**src/rtl/phy_rx_pkg.sv**
```systemverilog
// Shared constants for the PHY receive path.
// Idle symbol, lock threshold and aligner state encoding.
package phy_rx_pkg;

  localparam logic [7:0] COM_DEF     = 8'hBC;
  localparam int         BC_LOCK_DEF = 4;

  localparam logic [1:0] ST_SEARCH = 2'd0;
  localparam logic [1:0] ST_COUNT  = 2'd1;
  localparam logic [1:0] ST_ACTIVE = 2'd2;

endpackage

```
**src/rtl/serial_paralelo_rx.sv**
```systemverilog
// Serial-to-parallel receiver with COM-based byte alignment.
// Locks after BC_LOCK aligned COM bytes; lock is sticky until reset.
module serial_paralelo_rx
  import phy_rx_pkg::*;
#(
  parameter logic [7:0] COM     = COM_DEF,
  parameter int         BC_LOCK = BC_LOCK_DEF
) (
  input  logic       clk_32f,
  input  logic       reset_L,
  input  logic       data_in,
  output logic [7:0] data_000,
  output logic       valid_000,
  output logic       active
);

  localparam int             BCW    = $clog2(BC_LOCK + 1);
  localparam logic [BCW-1:0] LOCK_V = BCW'(BC_LOCK);

  logic [7:0]     r_shift;
  logic [1:0]     r_state;
  logic [2:0]     r_bit_cnt;
  logic [BCW-1:0] r_bc_cnt;
  logic [7:0]     r_data;
  logic           r_valid;
  logic           r_active;

  logic [7:0]     w_win;
  logic           w_com;
  logic           w_bnd;
  logic [BCW-1:0] w_bc_inc;

  assign w_win    = {r_shift[6:0], data_in};
  assign w_com    = (w_win == COM);
  assign w_bnd    = (r_bit_cnt == 3'd7);
  assign w_bc_inc = (r_bc_cnt == LOCK_V) ? r_bc_cnt
                                         : r_bc_cnt + 1'b1;

  always_ff @(posedge clk_32f or negedge reset_L) begin
    if (!reset_L) begin
      r_shift   <= 8'h00;
      r_state   <= ST_SEARCH;
      r_bit_cnt <= 3'd0;
      r_bc_cnt  <= '0;
      r_data    <= 8'h00;
      r_valid   <= 1'b0;
      r_active  <= 1'b0;
    end else begin
      r_shift <= w_win;
      unique case (r_state)
        ST_SEARCH: begin
          // any bit position may start a byte
          if (w_com) begin
            r_bit_cnt <= 3'd0;
            r_bc_cnt  <= BCW'(1);
            if (LOCK_V <= BCW'(1)) begin
              r_state  <= ST_ACTIVE;
              r_active <= 1'b1;
            end else begin
              r_state <= ST_COUNT;
            end
          end
        end
        ST_COUNT: begin
          r_bit_cnt <= r_bit_cnt + 3'd1;
          if (w_bnd) begin
            if (w_com) begin
              r_bc_cnt <= w_bc_inc;
              if (w_bc_inc == LOCK_V) begin
                r_state  <= ST_ACTIVE;
                r_active <= 1'b1;
              end
            end else begin
              r_state   <= ST_SEARCH;
              r_bc_cnt  <= '0;
              r_bit_cnt <= 3'd0;
            end
          end
        end
        ST_ACTIVE: begin
          r_bit_cnt <= r_bit_cnt + 3'd1;
          if (w_bnd) begin
            r_data  <= w_win;
            r_valid <= !w_com;
          end
        end
        default: begin
          r_state   <= ST_SEARCH;
          r_bit_cnt <= 3'd0;
          r_bc_cnt  <= '0;
        end
      endcase
    end
  end

  assign data_000  = r_data;
  assign valid_000 = r_valid;
  assign active    = r_active;

endmodule

```
**config.mk**
```make
export PLATFORM = sky130hd
export DESIGN_NAME = serial_paralelo_rx
export DESIGN_NICKNAME = d
export VERILOG_FILES = /design/src/rtl/phy_rx_pkg.sv /design/src/rtl/serial_paralelo_rx.sv
export SDC_FILE = /design/constraint.sdc
export NUM_CORES = 1
export LEC_CHECK = 0
export BUFFER_PORTS_ARGS = -buffer_cell sky130_fd_sc_hd__buf_2
export CAP_MARGIN = 20
export CORE_UTILIZATION = 41
export DETAILED_ROUTE_END_ITERATION = 10
export HOLD_SLACK_MARGIN = 0.02
export PLACE_DENSITY = 0.58
export SLEW_MARGIN = 20
export SYNTH_ARGS = -nofsm -noshare
export SYNTH_HDL_FRONTEND = slang
export SYNTH_SLANG_ARGS = --single-unit
```
**constraint.sdc**
```tcl
create_clock -name clk_32f -period 3.4 [get_ports clk_32f]
set_input_delay 0.51 -clock clk_32f [delete_from_list [all_inputs] [get_ports clk_32f]]
set_output_delay 0.51 -clock clk_32f [all_outputs]
set_load 0.02 [all_outputs]
```
==> reports/qor.yml, run 1 <==
worst_setup_path:
  worstPathArrival_ns: 2.06
  cp.required_ns: 3.63
  crit_path_start_kind: "register"
  critPathKind: "register to register"
  r2r-start: "r_bc_cnt[0]"
  endpoint_kind: "register"
  r2r_setup_slack_ns: 1.57
  ff2ff_path_depth: 6
  cp_max_fo: 5
  reg2reg_to: "r_state[0]"
place:
  gp_congestion: 0.792
  dp_hpwl_um: 1430
  numPortBuffers: 12
detailed_routing:
  wl_um: 1940
  viasPerCell: 5.47
  drc: 0
  vias: 755
  first_iter_violations: 11
  drt_pass1_iterations: 3
  wl_per_cell_um: 14.0
  antenna_left: 0
floorplan:
  rows: 18
  die_w_um: 54.7
  floorplan.initialDensity_pct: 44.7
  die-area_sq_um: 2990
  fp.dieH_um: 54.7
  core_sq_um: 2540
  boundaryPins: 13
job:
  max_cap_viol_count: 0
yosys:
  syn_avg_cell_area_sq_um: 12.1
  ys_seq_area_share_pct: 55.0
  ys_types: 29
  netlist_instances: 94
  netlist_area_sq_um: 1140
  syn_nets: 104
  ys_seq_elements: 25
  ys.warnings.count: 0
power:
  power_density_nw_per_um2: 411
  netSwitchingFraction_pct: 27.6
  power_frac_clock_pct: 27.9
  p_int_mw: 0.374
  power.leakage_nw: 0.618
  power_frac_seq_pct: 60.6
  power.switching_mw: 0.142
  pwr-share-comb_pct: 11.5
  ir_drop_uv: 291
clock_tree:
  numCtsBuffers: 3
  clk_pin_slew_ns: 0.15
  cts-root-buf: "clkbuf_4"
  cts_max_path_buffers: 2
  clkSinkCount: 25
  ctsResizeCount: 0
  htree_levels: 1
  cts_hold_buf: 0
  cts_tree: "yes"
  post-cts-setup-buffers: 0
  insertion_delay_ns: 0.33
timing:
  max_slew_margin_pct: 64.8
  finalCritPeriodShare_pct: 53.8
  max_freq_mhz: 546
  holdWs_ns: 0.129
  post-route-min-period_ns: 1.83
  skew_ns: 0.0116
  max_slew.worst_pin.slew_ns: 0.527
  setup_violations: 0
  grt_setup_unrepaired: "no"
  drv_slew: 0
  hold_violations: 0
  tns_ns: 0
final_layout:
  drive_gt1_share_pct: 25.9
  antenna_cells: 0
  nets: 119
  area_growth_pct: 10.6
hold_path:
  hp-class: "input port to asynchronous set/reset pin"
grt:
  grt_pass1_vias: 721
  grt_usage_pct: 15.4
  grt_pass1_wl_um: 3220
  antenna_found_initial: 0
  overflow: 0
  grt_max_degree: 26
run_status:
  outcome: "finished, final reports clean"
==> state kept, by name, summed over array words and instances (netlist names) <==
register and count:
data_000 8, r_bc_cnt 3, valid_000 1, active 1, r_bit_cnt 3, r_state 2
r_shift 7
==> Yosys cell counts <==
cell | count | area (sq um)
a41o_1 | 1 | 10.0
or3b_1 | 1 | 8.76
a311oi_2 | 1 | 15.0
dfrtp_1 | 25 | 626
and3_1 | 1 | 6.26
nor2_4 | 1 | 11.3
o21ai_1 | 3 | 15.0
o2bb2ai_1 | 1 | 8.76
o2111ai_1 | 2 | 17.5
nand4b_1 | 1 | 8.76
ha_1 | 7 | 87.6
and2_0 | 1 | 6.26
nand3_1 | 3 | 15.0
nand4_1 | 2 | 12.5
nand2b_1 | 2 | 12.5
o21a_1 | 1 | 7.51
clkbuf_1 | 1 | 3.75
buf_2 | 1 | 5.00
o21ai_4 | 1 | 16.3
or4b_4 | 1 | 13.8
mux2_2 | 8 | 90.1
a21oi_1 | 5 | 25.0
nand3b_1 | 2 | 15.0
nand2_1 | 6 | 22.5
a21o_1 | 1 | 7.51
o21ai_0 | 3 | 15.0
inv_1 | 8 | 30.0
a31oi_1 | 3 | 18.8
o22ai_1 | 1 | 6.26
==> stage by stage <==
stage          util, %  setup slack, ns  cell area, sq um  std cells  power [mW]
6_report          49.4             1.57              1260        138       0.516
3_5_place_dp      48.2             1.57              1230        134       0.378
5_1_grt           49.4             1.46              1260        138       0.541
3_3_place_gp      48.2             1.59              1230        134       0.378
2_1_floorplan        -             1.74              1140         94       0.360
4_1_cts           49.4             1.56              1260        138       0.521
==> layout make-up <==
cell class | instances | area (sq um)
Sequential cell | 25 | 626
Clock buffer | 3 | 22.5
Multi-Input combinational cell | 59 | 473
Clock inverter | 1 | 8.76
Timing Repair Buffer | 12 | 60.1
Tap cell | 30 | 37.5
Inverter | 8 | 30.0
Fill cell | 239 | 1290
==> cells by family (layout without fill, tap and decap cells) <==
kind of cell    after synthesis  after routing  synth area share [%]
fa+ha+maj                     7              7                  7.70
flops                        25             25                  55.0
simple gates                 21             21                  11.7
compound gates               23             23                  14.3
buf+inv                      10             24                  3.41
mux                           8              8                  7.92
==> metal layers <==
metal / routed length [um] / global-route usage, % / share of wire [%] / vias up
li1: - / - / - / 367
met2: 915 / 23.1 / 47 / 8
met1: 963 / 20.7 / 50 / 378
met3: 45 / 3.61 / 2.3 / 2
met4: 12 / 7.69 / 0.62 / 0
met5: 0 / 0 / 0 / -
==> how the worst max path moves through the flow <==
stage,slack (ns),from,endpoint,cells after the start
2_1_floorplan,1.74,r_bc_cnt[0],r_state[0],5
3_5_place_dp,1.57,r_bc_cnt[0],r_state[0],6
5_1_grt,1.46,r_bc_cnt[0],r_state[0],6
6_report,1.57,r_bc_cnt[0],r_state[0],6
4_1_cts,1.56,r_bc_cnt[0],r_state[0],6
3_3_place_gp,1.59,r_bc_cnt[0],r_state[0],6
==> worst max-delay path: stages, from the launching register on <==
cell and delay [ns]:
dfrtp_1 0.44, inv_1 0.09, ha_1 0.23, or3b_1 0.37
a311oi_2 0.37, nand4b_1 0.17, nand3_1 0.07
==> power groups by stage <==
stage               Combinational, mW  Sequential [mW]  Clock, mW
CTS                            0.0602            0.313      0.148
detailed placement             0.0600            0.318          0
finish                         0.0595            0.313      0.144
global route                   0.0660            0.315      0.161
global placement               0.0596            0.318          0
floorplan                      0.0430            0.317          0
==> placed cells by master (no fill, tap or decap) <==
cell and count:
nand4_1 2, nand2b_1 2, nand4b_1 1, a41o_1 1
a21o_1 1, nand3_1 3, and2_0 1, o2bb2ai_1 1
a31oi_1 3, nor2_4 1, dfrtp_1 25, o21a_1 1
inv_1 8, o21ai_0 3, ha_1 7, o22ai_1 1
a311oi_2 1, o21ai_1 3, clkbuf_4 3, buf_2 12
o2111ai_1 2, o21ai_4 1, inv_6 1, nand2_1 6
mux2_2 8, a21oi_1 5, or3b_1 1, and3_1 1
or4b_4 1, nand3b_1 2
Note: power is estimated with default switching activity, not from simulation.
==> run 2: changes to the inputs <==
--- a/config.mk
+++ b/config.mk
@@ -10,7 +10,7 @@
 export CORE_UTILIZATION = 41
 export DETAILED_ROUTE_END_ITERATION = 10
 export HOLD_SLACK_MARGIN = 0.02
-export PLACE_DENSITY = 0.58
+export PLACE_DENSITY = 0.61
 export SLEW_MARGIN = 20
 export SYNTH_ARGS = -nofsm -noshare
 export SYNTH_HDL_FRONTEND = slang
==> constraint.sdc (replaced) <==
create_clock -name clk_32f -period 1.5 [get_ports clk_32f]
set_input_delay 0.225 -clock clk_32f [delete_from_list [all_inputs] [get_ports clk_32f]]
set_output_delay 0.225 -clock clk_32f [all_outputs]
set_load 0.02 [all_outputs]
==> reports/qor.yml, run 2 (synthesis results as in run 1) <==
place:
  gp_congestion: 0.775
  place_inst: 146
  postPlaceCellArea_sq_um: 1330
  numPortBuffers: 12
  dp_hpwl_um: 1510
worst_setup_path:
  crit_end: "r_state[0]"
  crit_path_top_delay_cell: "dfrtp_1"
  r2r_setup_slack_ns: -0.16
  critPathKind: "register to register"
  r2r-start: "r_bc_cnt[1]"
  crit_path_start_kind: "register"
  ff2ff_path_depth: 5
  path_cells: "ha_2, or3b_4, a311oi_4, nand4b_1, nand3_1"
  worstPathArrival_ns: 1.88
  crit_path_start: "r_bc_cnt[1]"
  reg2reg_to: "r_state[0]"
  crit_path_max_incr_delay_ns: 0.43
  endpoint_kind: "register"
  cp_max_fo: 4
  cp.required_ns: 1.72
timing:
  post-route-min-period_ns: 1.66
  drv_slew: 0
  setup_violations: 6
  grt_setup_unrepaired: "yes"
  finalCritPeriodShare_pct: 111
  tns_ns: -0.446
  max_freq_mhz: 603
  skew_ns: 0.00599
  max_slew.worst_pin.slew_ns: 0.559
  setup_ws_ns: -0.159
  hold_violations: 0
  max_slew_margin_pct: 62.7
clock_tree:
  clk_pin_slew_ns: 0.15
  clkSinkCount: 25
  cts-root-buf: "clkbuf_4"
  numCtsBuffers: 3
  cts_max_path_buffers: 2
  cts_tree: "yes"
  insertion_delay_ns: 0.32
  htree_levels: 1
grt:
  overflow: 0
  grt_usage_pct: 18.4
  antenna_found_initial: 0
  grt_pass1_wl_um: 3750
  grt_pass1_vias: 833
  grt_max_degree: 26
floorplan:
  floorplan.initialDensity_pct: 44.7
  core_sq_um: 2540
  rows: 18
  fp.dieH_um: 54.7
  boundaryPins: 13
  die_w_um: 54.7
  die-area_sq_um: 2990
run_status:
  violations: "setup timing"
  outcome: "complete, but fails checks"
detailed_routing:
  vias: 854
  first_iter_violations: 6
  wl_um: 2370
  top_layer: "met4"
  drc: 0
  met1_length_um: 1080
  wl_met2_um: 1200
  wl_per_cell_um: 14.9
  wl_met3_um: 38
  drt_pass1_iterations: 4
  antenna_left: 0
  viasPerCell: 5.37
final_layout:
  final_cells: 159
  largest_reg_flops: 8
  mostFrequentLayoutCell: "dfrtp_1"
  drive_gt1_share_pct: 46.5
  fin_area_sq_um: 1510
  nets: 140
  layout_common_cells: "25 x dfrtp_1, 17 x buf_4, 12 x buf_2"
  area_growth_pct: 32.3
  antenna_cells: 0
power:
  power.leakage_nw: 0.728
  ir_drop_uv: 686
  power_density_nw_per_um2: 825
  total_power_mw: 1.24
hold_path:
  hp-class: "input port to register"
  min_from: "data_in"
job:
  max_cap_viol_count: 0
## run 2: cell types whose count changed in the layout (fill, tap and decap cells not counted), moves of 2 or more
cell / delta
ha_1: -3
nand2_2: +2
ha_2: +2
nand2_1: -2
dlygate4sd3_1: +2
buf_4: +17
## run 2: layer usage
| layer | global-route usage (%) | vias up |
|---|---|---|
| li1 | - | 410 |
| met1 | 24.3 | 432 |
| met2 | 28.5 | 8 |
| met3 | 1.94 | 4 |
| met4 | 11.5 | 0 |
| met5 | 0 | - |
## run 2: layout make-up
| cell class | instances | area, sq um |
|---|---|---|
| clock buffer | 3 | 22.5 |
| clock inverter | 1 | 8.76 |
| fill | 214 | 1040 |
| inverter | 8 | 30.0 |
| multi-input combinational | 60 | 553 |
| sequential | 25 | 626 |
| tap | 30 | 37.5 |
| timing repair buffer | 32 | 228 |
## run 2: stage by stage
step                setup slack [ns]  hold slack (ns)  utilization, %
finish                        -0.159            0.160            59.1
global route                  -0.246            0.165            59.1
CTS                           -0.133            0.159            56.0
detailed placement            -0.153            0.242            52.4
global placement              -0.111            0.238            52.4
floorplan                     -0.134          -0.0706               -
## run 2: repair_timing
action,CTS,global route
endpoints found under the hold margin,26,0
resized for setup,8,10
endpoints found under the setup margin,10,15
setup buffers,2,4
hold buffers,2,0
gates cloned,1,0
pin swaps,8,7
## run 2: how the worst min path moves through the flow
stage                  end  slack (ns)  depth (start not counted)
2_1_floorplan       active       -0.07                          0
3_3_place_gp   data_000[6]        0.24                          1
3_5_place_dp   data_000[6]        0.24                          1
4_1_cts        data_000[0]        0.16                          2
5_1_grt        data_000[0]        0.17                          2
6_report       data_000[0]        0.16                          2
## run 2: critical path, delay by kind of cell, from the launching register on
| family | cells | cell delay (ns) |
|---|---|---|
| compound gates | 1 | 0.32 |
| fa+ha+maj | 1 | 0.20 |
| simple gates | 3 | 0.61 |
| flops | 1 | 0.43 |
## run 2: where the power goes
part	switching, mW	total (mW)	internal [mW]
clock network	0.209	0.318	0.108
registers	0.0146	0.707	0.692
logic	0.119	0.217	0.0981
==> run 3: changes to the inputs <==
--- a/config.mk
+++ b/config.mk
@@ -7,6 +7,7 @@
 export LEC_CHECK = 0
 export BUFFER_PORTS_ARGS = -buffer_cell sky130_fd_sc_hd__buf_2
 export CAP_MARGIN = 20
+export CORE_MARGIN = 4
 export CORE_UTILIZATION = 41
 export DETAILED_ROUTE_END_ITERATION = 10
 export HOLD_SLACK_MARGIN = 0.02
==> reports/qor.yml, run 3 (synthesis results as in run 1) <==
timing:
  holdWs_ns: 0.116
  post-route-min-period_ns: 1.69
  grt_setup_unrepaired: "yes"
  drv_slew: 0
  setup_violations: 8
  skew_ns: 0.00339
  max_slew.worst_pin.slew_ns: 0.543
  max_freq_mhz: 592
  setup_ws_ns: -0.189
  finalCritPeriodShare_pct: 113
  max_slew_margin_pct: 63.8
  hold_violations: 0
grt:
  grt_use_met3_pct: 2.55
  grt_max_degree: 26
  grt_util_met2_pct: 24.1
  grt_use_met1_pct: 20.1
  antenna_found_initial: 0
  overflow: 0
  grt_usage_pct: 14.6
  top_usage_layer: "met2"
  grt_pass1_wl_um: 4010
  grt_pass1_vias: 868
run_status:
  outcome: "complete, but fails checks"
  violations: "setup timing"
final_layout:
  layout_common_cells: "25 x dfrtp_1, 16 x buf_4, 12 x buf_2"
  mostFrequentLayoutCell: "dfrtp_1"
  area_growth_pct: 35.3
  nets: 139
  largest_reg_flops: 8
  antenna_cells: 0
  drive_gt1_share_pct: 53.1
floorplan:
  boundaryPins: 13
  die_w_um: 60.7
  rows: 18
  core_sq_um: 2570
  floorplan.initialDensity_pct: 44.3
  die-area_sq_um: 3680
  fp.dieH_um: 60.7
worst_setup_path:
  ff2ff_path_depth: 6
  cp.required_ns: 1.76
  crit_path_max_incr_delay_ns: 0.42
  critPathKind: "register to register"
  worstPathArrival_ns: 1.95
  r2r-start: "r_bc_cnt[0]"
  crit_path_top_delay_cell: "dfrtp_1"
  endpoint_kind: "register"
  crit_path_start_kind: "register"
  path_cells: "inv_2, ha_4, or3b_1, a311oi_2, o2111ai_1, nand3_1"
  cp_max_fo: 4
  reg2reg_to: "r_state[0]"
  r2r_setup_slack_ns: -0.19
  crit_path_start: "r_bc_cnt[0]"
hold_path:
  hold_depth: 2
  hold_end: "r_shift[0]"
  hp-class: "input port to register"
  min_from: "data_in"
detailed_routing:
  antenna_left: 0
  vias: 838
  wl_per_cell_um: 15.2
  drc: 0
  wl_um: 2400
  first_iter_violations: 9
  drt_pass1_iterations: 4
  viasPerCell: 5.30
clock_tree:
  clk_pin_slew_ns: 0.14
  cts_max_path_buffers: 2
  numCtsBuffers: 3
  cts_tree: "yes"
  htree_levels: 1
  cts-root-buf: "clkbuf_4"
  insertion_delay_ns: 0.31
  clkSinkCount: 25
power:
  ir_drop_uv: 734
  power.leakage_nw: 0.724
  power_density_nw_per_um2: 827
place:
  dp_hpwl_um: 1630
  gp_congestion: 0.795
  numPortBuffers: 12
  dpl_worst_slack_ns: -0.178
job:
  max_cap_viol_count: 0
==> run 3: worst max-delay path: cells and delay by family (launching register included) <==
family / cells / cell delay, ns
simple gates: 2 / 0.51
compound gates: 2 / 0.50
flops: 1 / 0.42
fa+ha+maj: 1 / 0.15
buf+inv: 1 / 0.07
==> run 3: report_power, final <==
part           internal, mW  leakage (nW)  switching (mW)
Sequential            0.692         0.325          0.0150
Combinational         0.116         0.380           0.133
Clock                 0.108        0.0183           0.208
Total                 0.917         0.724           0.356
==> run 3: layer usage <==
metal / wire (um) / vias up
li1: - / 413
met1: 1100 / 418
met2: 1250 / 5
met3: 39 / 2
met4: 15 / 0
met5: 0 / -
==> run 3: area by class of cell <==
| cell class | count | area (sq um) |
|---|---|---|
| clock buffers | 3 | 22.5 |
| clock inverters | 1 | 8.76 |
| fillers | 213 | 1030 |
| inverters | 8 | 30.0 |
| multi-input cells | 60 | 593 |
| flip-flops and latches | 25 | 626 |
| well taps | 30 | 37.5 |
| repair buffers | 31 | 221 |
==> run 3: per-stage QoR <==
stage               power, mW  util [%]  setup TNS (ns)  instances  cell area, sq um
finish                   1.27      59.9          -0.653        158              1540
global route             1.34      59.9           -1.25        158              1540
CTS                      1.24      56.7          -0.493        157              1460
detailed placement      0.893      52.2          -0.837        147              1340
global placement        0.888      52.2          -0.473        147              1340
floorplan               0.819         -          -0.278         94              1140
==> run 3: worst max path at each step <==
stage / slack [ns] / to / cells past startpoint
detailed placement: -0.18 / r_state[0] / 6
finish: -0.19 / r_state[0] / 6
floorplan: -0.13 / r_state[0] / 6
global route: -0.23 / r_state[0] / 6
global placement: -0.11 / r_state[0] / 5
CTS: -0.15 / r_state[0] / 6
==> run 3: timing repair <==
item,CTS,global route
hold buffers,1,0
setup buffers,4,2
hold endpoints to repair,25,0
gates cloned,1,0
pin swaps,12,5
endpoints found under the setup margin,18,17
resized for setup,11,17
